`src/rtl/vga_wr_arbiter.sv`:
```
// vga_wr_arbiter: shares the VGA memory write port between CPU stores and a constant-word fill engine
module vga_wr_arbiter #(
  parameter int ADDR_W = 13,
  parameter int LEN_W = 12,
  parameter int STARVE_MAX = 2
) (
  input  logic              clk,
  input  logic              rst,
  input  logic              cpu_we,
  input  logic [ADDR_W-1:0] cpu_addr,
  input  logic [31:0]       cpu_data,
  input  logic [2:0]        cpu_memop,
  output logic              cpu_stall,
  input  logic              fill_start,
  input  logic              fill_abort,
  input  logic [ADDR_W-1:0] fill_base,
  input  logic [LEN_W-1:0]  fill_len,
  input  logic [31:0]       fill_data,
  output logic              fill_busy,
  output logic              fill_done,
  output logic              mem_we,
  output logic [ADDR_W-1:0] mem_waddr,
  output logic [31:0]       mem_datain,
  output logic [2:0]        mem_memop
);
  typedef enum logic {IDLE, FILL} state_t;
  localparam int CW = $clog2(STARVE_MAX + 2);
  state_t state, state_n;
  logic [CW-1:0] cnt;
  logic [ADDR_W-1:0] base_r, fill_addr;
  logic [LEN_W-1:0] len_r, idx_r;
  logic [31:0] data_r;
  logic cpu_ok, fill_req, grant_fill, grant_cpu, last, start_idle;
  always_comb begin
    cpu_ok = cpu_we && (cpu_memop == 3'd0 || cpu_memop == 3'd2 || (cpu_memop == 3'd1 && !cpu_addr[0]));
    fill_req = state == FILL && !fill_abort;
    grant_fill = fill_req && (!cpu_ok || cnt == CW'(STARVE_MAX));
    grant_cpu = cpu_ok && !grant_fill;
    cpu_stall = cpu_ok && grant_fill;
    last = grant_fill && (idx_r + 1'b1 == len_r);
    start_idle = state == IDLE && fill_start;
    fill_addr = base_r + ADDR_W'({idx_r, 2'b00});
    state_n = state;
    if (start_idle && fill_len != '0) state_n = FILL;
    else if (state == FILL && (fill_abort || last)) state_n = IDLE;
  end
  always_ff @(posedge clk) begin
    if (rst) begin
      state <= IDLE;
      cnt <= '0;
      base_r <= '0;
      len_r <= '0;
      idx_r <= '0;
      data_r <= '0;
      fill_busy <= 1'b0;
      fill_done <= 1'b0;
      mem_we <= 1'b0;
      mem_waddr <= '0;
      mem_datain <= '0;
      mem_memop <= '0;
    end else begin
      state <= state_n;
      fill_busy <= state_n == FILL;
      fill_done <= (start_idle && fill_len == '0) || last;
      mem_we <= grant_cpu || grant_fill;
      if (start_idle) begin
        base_r <= {fill_base[ADDR_W-1:2], 2'b00};
        len_r <= fill_len;
        data_r <= fill_data;
        idx_r <= '0;
      end else if (grant_fill) idx_r <= idx_r + 1'b1;
      // counter only advances while the fill is actually losing to the CPU
      if (grant_fill) cnt <= '0;
      else if (fill_req && cpu_ok) cnt <= cnt + 1'b1;
      if (grant_fill) begin
        mem_waddr <= fill_addr;
        mem_datain <= data_r;
        mem_memop <= 3'd2;
      end else if (grant_cpu) begin
        mem_waddr <= cpu_addr;
        mem_datain <= cpu_data;
        mem_memop <= cpu_memop;
      end
    end
  end
endmodule

```
`config.mk`:
```
export PLATFORM = sky130hd
export DESIGN_NAME = vga_wr_arbiter
export DESIGN_NICKNAME = d
export VERILOG_FILES = /design/src/rtl/vga_wr_arbiter.sv
export SDC_FILE = /design/constraint.sdc
export NUM_CORES = 1
export LEC_CHECK = 0
export CAP_MARGIN = 20
export CORE_MARGIN = 2
export CORE_UTILIZATION = 48
export DETAILED_ROUTE_END_ITERATION = 16
export HOLD_SLACK_MARGIN = 0.12
export MAX_ROUTING_LAYER = met4
export PLACE_DENSITY = 0.81
export SLEW_MARGIN = 0
export SYNTH_ARGS = -nofsm -noshare
export SYNTH_HDL_FRONTEND = slang
export SYNTH_SLANG_ARGS = --single-unit
```
`constraint.sdc`:
```
create_clock -name clk -period 2.65 [get_ports clk]
set_input_delay 0.6625 -clock clk [delete_from_list [all_inputs] [get_ports clk]]
set_output_delay 0.6625 -clock clk [all_outputs]
set_load 0.005 [all_outputs]
```
**After elaboration in Yosys (flattened, before gate mapping)**

Index checks and enable logic that the tools add are counted.

- Logic and storage cells: 57
- Input port bits: 110
- Bits in registers: 120
- ROM bits: 0
- Output and inout bits: 52
- Bits in latches: 0
- RAM bits: 0
- Memories kept: 0

- Multiply operators: 0
- Multiplexer cells: 8
- $lt $le $gt $ge: 0
- Eq/ne operators: 4
- Add/sub/neg operators: 3
- Bitwise gates (word level): 1
- Reductions and logical operators: 29
- Div/mod/pow operators: 0
- Shift operators: 0

Operators by type and width:

| kind | number |
|---|---|
| 32-bit two-way mux | 2 |
| 13-bit two-way mux | 2 |
| 13-bit adder | 1 |
| 12-bit by 1-bit adder with 12-bit output, second input constant | 1 |
| 12-bit equality test | 1 |
| 1-bit logical AND | 12 |
| 12-bit logical NOT | 1 |
| 12-bit nonzero test | 1 |
| 1-bit logical OR | 6 |
| 1-bit logical NOT | 4 |
| 2-bit two-way mux | 2 |
| 2-bit nonzero test | 2 |
| 2-bit OR reduction | 2 |
| 3-bit by 1-bit equality test with 1-bit output, second input constant | 1 |
| 3-bit by 2-bit equality test with 1-bit output, second input constant | 1 |
| 3-bit logical NOT | 1 |
| 2-bit by 1-bit adder with 2-bit output, second input constant | 1 |
| 2-bit equality test, second input constant | 1 |
| 1-bit two-way mux | 2 |
| 1-bit NOT | 1 |

**Depth between registers and ports, before layout**

- Word-level depth: 12
- Gate-level depth with buffers: 9
- Depth with buffers taken out: 8

**Worst setup path after synthesis**

OpenSTA, ideal clock, no wires.

- Path kind: flip-flop to flip-flop
- Start: register idx_r[0]
- End: register mem_waddr[10]
- Clock period less this slack: 2067 ps
- Slack: 583 ps
- Library setup time: 131 ps
- Data required time: 2519 ps
- Stages on the path, launching flop included: 9
- Arrival time: 1937 ps
- Buffers on the path: 0
- Cell sequence: dfxtp_1 -> ha_1 -> fa_1 -> a211oi_1 -> o21ai_0 -> a21o_1 -> a21oi_1 -> xor2_1 -> o22ai_1

- Word-level cells in the longest chain between the ends: 2

Ends and longest elaborated chain:

| item | line | RTL |
|---|---|---|
| start: declaration | 31 | `logic [LEN_W-1:0] len_r, idx_r;` |
| start signal: assignment | 71 | `end else if (grant_fill) idx_r <= idx_r + 1'b1;` |
| 13-bit adder | 42 | `fill_addr = base_r + ADDR_W'({idx_r, 2'b00});` |
| 13-bit two-way mux | 75 | `if (grant_fill) begin` |
| end signal: assignment | 76 | `mem_waddr <= fill_addr;` |
| end signal: assignment | 80 | `mem_waddr <= cpu_addr;` |
| end: declaration | 22 | `output logic [ADDR_W-1:0] mem_waddr,` |

Every way passes these cells.
A chain may end at the register's enable or synchronous reset.

**Worst setup path in the final report**

- Start: input cpu_memop[1]
- End: output cpu_stall

- Word-level cells in the longest chain between the ends: 8
- Elaborated cells between the ends (all ways): 11
- Classes of those cells: eq/ne (2); reduce/logical (9)

Ends and longest elaborated chain:

| item | line | RTL |
|---|---|---|
| start: declaration | 12 | `input logic [2:0] cpu_memop,` |
| 3-bit by 2-bit equality test with 1-bit output (tied with other cells) | 35 | `cpu_ok = cpu_we && (cpu_memop == 3'd0 \|\| cpu_memop == 3'd2 \|\| (cpu_memop == 3'd1 && !cpu_addr[0]));` |
| 1-bit logical OR / 1-bit logical AND (equally long branches) | 35 |  |
| 1-bit logical OR * | 35 |  |
| 1-bit logical AND * | 35 |  |
| 1-bit logical NOT | 37 | `grant_fill = fill_req && (!cpu_ok \|\| cnt == CW'(STARVE_MAX));` |
| 1-bit logical OR | 37 |  |
| 1-bit logical AND | 37 |  |
| 1-bit logical AND * | 39 | `cpu_stall = cpu_ok && grant_fill;` |
| end: declaration | 13 | `output logic cpu_stall,` |

Every way passes the cells marked *; elsewhere a longest branch is shown, timed or not.

==> flow_summary.toml <==
[run_status]
status = "finished, final reports clean"

[logic_synthesis]
synth_top_area_cell = "dfxtp_1"
synth_edf_count = 0
ys_warn_count = 0
synth_cell_types = 59
ys.flop_type = "dfxtp_1"
synth_nets = 832
yosysSeqAreaShare_pct = 43.01
synth_area_per_cell_um2 = 7.878
synthArstFlopShare_pct = 0
synth_area_mm2 = 0.005585
yosys_register_bits = 120
synthTopCellsByArea = "dfxtp_1, nand2_1, a21oi_1"
yosysTopAreaCellShare_pct = 43.01
syn_inst = 709

[place]
io_buffers = 159
gp_congestion = 0.9108
dpl_cell_area_mm2 = 0.007360
post-dp-hpwl_um = 11950

[die]
fp.dieArea_mm2 = 0.01251
initial_core_util_pct = 49.13
die_w_um = 111.9
chipHeight_um = 111.9
coreArea_mm2 = 0.01137
std_cell_rows = 39
ios = 162

[job]
cap_violations = 0

[setup_path]
r2r_start = "idx_r[0]"
critPathMaxFanout = 2
startpoint_type = "input pin"
cp_data_arrival_time_ns = 1.83
worstPathRequired_ns = 1.99
crit_slowest_cell = "clkdlybuf4s50_1"
rr_endpoint = "state"
startpoint = "cpu_memop[1]"
crit_end = "cpu_stall"
r2r_setup_slack_ns = 0.23
worstPathCellList = "clkdlybuf4s50_1, o21ai_2, nand2_1, nor3_2, dlygate4sd2_1"
reg2regPathDepth = 7
max_stage_delay_ns = 0.45
critPathKind = "input pin to primary output"
cp-end-kind = "primary output"

[sta]
hold_viol = 0
min_period_ns = 2.494
timing.fmax_ghz = 0.4010
slew_headroom_pct = 33.96
setup_violations = 0
fin_crit_sh_pct = 94.11
fin_skew_ns = 0.005724
tightest_slew_ns = 0.9907
slew_violations = 0
rsz0062_at_grt = "false"

[clocking]
clockBufferDepth = 2
clock_latency_ns = 0.41
cts_setup_buffers = 0
cts_htree_levels = 4
clock_sinks = 120
cts_tree = "built"
ctsResizeCount = 3
cts_buffers = 17
cts.clk_slew.worst_paths_ns = 0.05
hold_buffers = 0
clockRootBuffer = "clkbuf_16"

[cells_and_area]
multi_input_area_mm2 = 0.002929
final_cell_area_mm2 = 0.008006
layout_commonest_cell = "nand2_1"
area_delta_synth_final_pct = 43.35
final_util_pct = 70.42
final_cell_mix = "nand2_1, clkdlybuf4s50_1, dfxtp_1"
fillCellCount = 866
seqCellArea_mm2 = 0.002402
drive_gt1_share_pct = 8.180
nNetsFinal = 978
antenna_cells = 0

[hold_path]
hold_class = "flip-flop to flip-flop"
hold_path_depth = 2

[detailed_routing]
drt-initial-drc-count = 476
ant_nets = 0
wl_per_cell_um = 16.85
vias = 5796
drt_wl_total_um = 17040
drc = 0
vias_per_cell = 5.733
dr.pass1.iters = 5

[power_and_ir_drop]
fin_total_pwr_mw = 5.210
p_leak_nw = 3.045
power.density_mw_per_mm2 = 650.7
irDropWorstVdd_uv = 336.3

[grt]
antenna_found_initial = 0
grt_max_degree = 57
grt_pass1_vias = 5755
grt_use_total_pct = 28.26
gr-total-overflow = 0
grt_pass1_wl_um = 27770
-- synthesized netlist by cell type, types with 2 or more instances --
cell type / instances
a211oi_1: 6
a21o_1: 4
a21oi_1: 76
a222oi_1: 2
a22oi_1: 5
a311oi_1: 34
a31oi_1: 3
and2_1: 2
and3_1: 6
and4_1: 2
and4b_1: 2
buf_1: 6
buf_2: 9
buf_6: 4
clkbuf_1: 34
dfxtp_1: 120
ha_1: 12
inv_1: 8
mux2i_1: 3
nand2_1: 197
nand2b_1: 3
nand3_1: 11
nand4_1: 6
nor2_1: 62
nor2b_1: 5
nor3_1: 7
nor4_1: 6
o2111ai_1: 3
o211ai_1: 3
o21ai_0: 14
o21bai_1: 2
o22ai_1: 2
or3_1: 2
xnor2_1: 13
xor2_1: 11
-- worst min path at each step --
stage	from	end	slack (ns)
floorplan	data_r[0]	data_r[0]	0.44
finish	data_r[29]	data_r[29]	0.45
global route	data_r[28]	data_r[28]	0.47
CTS	data_r[29]	data_r[29]	0.45
global placement	data_r[18]	data_r[18]	0.44
detailed placement	data_r[29]	data_r[29]	0.45
-- logic make-up after synthesis --
| logic type | Yosys count | share of synthesized area [%] |
|---|---|---|
| AO/OA/AOI/OAI | 166 | 19.65 |
| flip-flops | 120 | 43.01 |
| adder cells (fa/ha/maj) | 13 | 3.047 |
| buffers and inverters | 63 | 5.219 |
| multiplexers | 4 | 0.8064 |
| XOR/XNOR | 24 | 3.763 |
| AND/OR/NAND/NOR | 319 | 24.51 |
-- through the flow --
step           worst slack (ns)  instances  TNS [ns]  hold WS (ns)
6_report                 0.1562       1011         0        0.4539
5_1_grt                 0.07533       1011         0        0.4671
4_1_cts                  0.1624       1011         0        0.4544
3_5_place_dp            -0.2059        979   -0.2476        0.4468
3_3_place_gp           -0.09465        979  -0.09621        0.4417
2_1_floorplan            0.5826        709         0        0.4366
-- sequential cells by signal, summed over array words and instances (netlist names), 2 cells and up --
name and flops:
mem_memop 3, mem_waddr 13, idx_r 12, base_r 11, data_r 32, len_r 12
cnt 2, mem_datain 32
-- power by group --
group / internal [mW] / leakage (nW) / switching, mW
clock: 1.69 / 0.309 / 0.816
combinational: 0.391 / 1.75 / 0.329
sequential: 1.92 / 0.984 / 0.0697
total: 3.99 / 3.05 / 1.21
-- worst max-delay path: cells and delay by family --
kind | cells | cell delay [ns]
compound gates | 1 | 0.18
buf+inv | 2 | 0.70
simple gates | 2 | 0.28
-- final cells by class --
class | instances | area share, %
clock inverters | 13 | 2.516
well taps | 143 | 2.235
repair buffers | 182 | 22.75
clock buffers | 19 | 5.532
inverters | 8 | 0.3751
multi-input cells | 526 | 36.58
flip-flops and latches | 120 | 30.00
-- metal layers --
layer  GRT usage [%]  vias up  share of wire [%]
met4           10.95        0                2.9
li1                -     2745                  -
met2           47.84      302                 49
met1           32.27     2698                 40
met3           6.968       51                8.1
met5               -        -                  0
Note: power is estimated with default switching activity, not from simulation.
==> RTL edit (config.mk and constraints unchanged) <==
The parameter `LEN_W` goes from 12 to 6.
--- a/src/rtl/vga_wr_arbiter.sv
+++ b/src/rtl/vga_wr_arbiter.sv
@@ -2,5 +2,5 @@
 module vga_wr_arbiter #(
   parameter int ADDR_W = 13,
-  parameter int LEN_W = 12,
+  parameter int LEN_W = 6,
   parameter int STARVE_MAX = 2
 ) (
Interface: changed (resized fill_len); port bits go from 162 to 156. The function was not compared with the original's and may differ.
==> RTL edit against the unedited design <==
  * Power down 35%
  * Synthesized area down 17%
  * Wire length down 26%
  * Worst setup slack better by 0.12 ns
  * Critical path depth unchanged
  * Final area down 18%
  * Highest routed layer unchanged
  * Utilization down 0.36 points
  * Sequential cell count down 12
==> RTL edit: results (changes against the unedited design) <==
| Group | Item | Value | Delta |
|---|---|---|---|
| run status | Outcome | finished clean |  |
| clock network | CTS-repair resized insts | 1 | -2 |
| clock network | Number of buffers created by CTS | 9 | -8 |
| drt | Pre-Repair DR Iteration Count | 4 | -1 |
| critical path | Worst-case reg-to-reg path depth | 8 | +1 |
| critical path | Stage delay of the slowest cell on the critical path | 0.49 ns | +0.04 ns |
| power and ir drop | Sw Ratio | 0.2595 | +0.02633 |
| power and ir drop | Worst ir drop on vdd | 0.0002759 V | -18% |
| sta | Final hold slack | 0.4543 ns | +0.0003920 ns |
| critical path | Flop2flop setup slack | 0.54 ns | +0.31 ns |
| logic synthesis | Area fraction in compound gates after synthesis | 0.1759 | -0.02057 |
| global routing | GR met3 Demand/Resource | 0.04000 | -0.02968 |
| critical path | Reg-to-reg critical path endpoint | mem_waddr[12] |  |
| global routing | Routing usage on met1 | 0.2766 | -0.04611 |
| finish | Non-filler instance count after layout | 826 | -18% |
| drt | DR WL met2 | 6396 um | -23% |
| logic synthesis | Mean instance size in the synthesized netlist | 8.597 um^2 | +9.1% |
| global routing | Global router's overall resource usage | 0.2440 | -0.03861 |
| global routing | Global-route wire length before repair | 19670 um | -29% |
| worst hold path | Startpoint of the most critical hold path | mem_datain[26] |  |
| placement | Detailed Place HPWL | 9378 um | -22% |
| finish | Ratio of cells with drive above 1 in the final layout | 0.06743 | -0.01437 |
| logic synthesis | XOR/XNOR share of the synthesized area | 0.02632 | -0.01132 |
| clock network | Clock root buffer master | sky130_fd_sc_hd__clkbuf_8 |  |
| power and ir drop | Seq. pwr | 1770 uW | -11% |
| placement | Pre-CTS WS | -0.008821 ns | +0.1971 ns |
| logic synthesis | Number of different library cells in the post-synthesis netlist | 50 | -15% |
| logic synthesis | Share of synthesized area spent on multiplexers | 0.07089 | +0.06283 |
| logic synthesis | Fraction of the mapped netlist area in adder cells | 0.02578 | -0.004687 |
| placement | Port bufs | 153 | -3.8% |
| clock network | Worst-path clk slew | 0.11 ns | +0.06 ns |
| drt | Vias after detailed routing | 4357 | -25% |
| logic synthesis | Commonest cells post-synth | 145 x sky130_fd_sc_hd__nand2_1, 108 x sky130_fd_sc_hd__dfxtp_1, 64 x sky130_fd_sc_hd__a21oi_1 |  |
## RTL edit: cell types whose count changed after synthesis, moves of 6 or more
cell / before / now
sky130_fd_sc_hd__a211oi_1: 6 / 0
sky130_fd_sc_hd__o21ai_0: 14 / 4
sky130_fd_sc_hd__xor2_1: 11 / 5
sky130_fd_sc_hd__o21ai_1: 1 / 37
sky130_fd_sc_hd__a21oi_1: 76 / 64
sky130_fd_sc_hd__a311oi_1: 34 / 0
sky130_fd_sc_hd__dfxtp_1: 120 / 108
sky130_fd_sc_hd__nor2_1: 62 / 10
sky130_fd_sc_hd__mux2i_1: 3 / 33
sky130_fd_sc_hd__nand2_1: 197 / 145
sky130_fd_sc_hd__buf_1: 6 / 0
sky130_fd_sc_hd__clkbuf_1: 34 / 18
## RTL edit: final cells by class
type | count | area, um^2
clock buffer | 9 | 123.9
clock inverter | 7 | 81.33
fill | 759 | 2793
inverter | 8 | 30.03
multi-input combinational | 392 | 2251
sequential | 108 | 2162
tap | 129 | 161.4
timing repair buffer | 173 | 1725
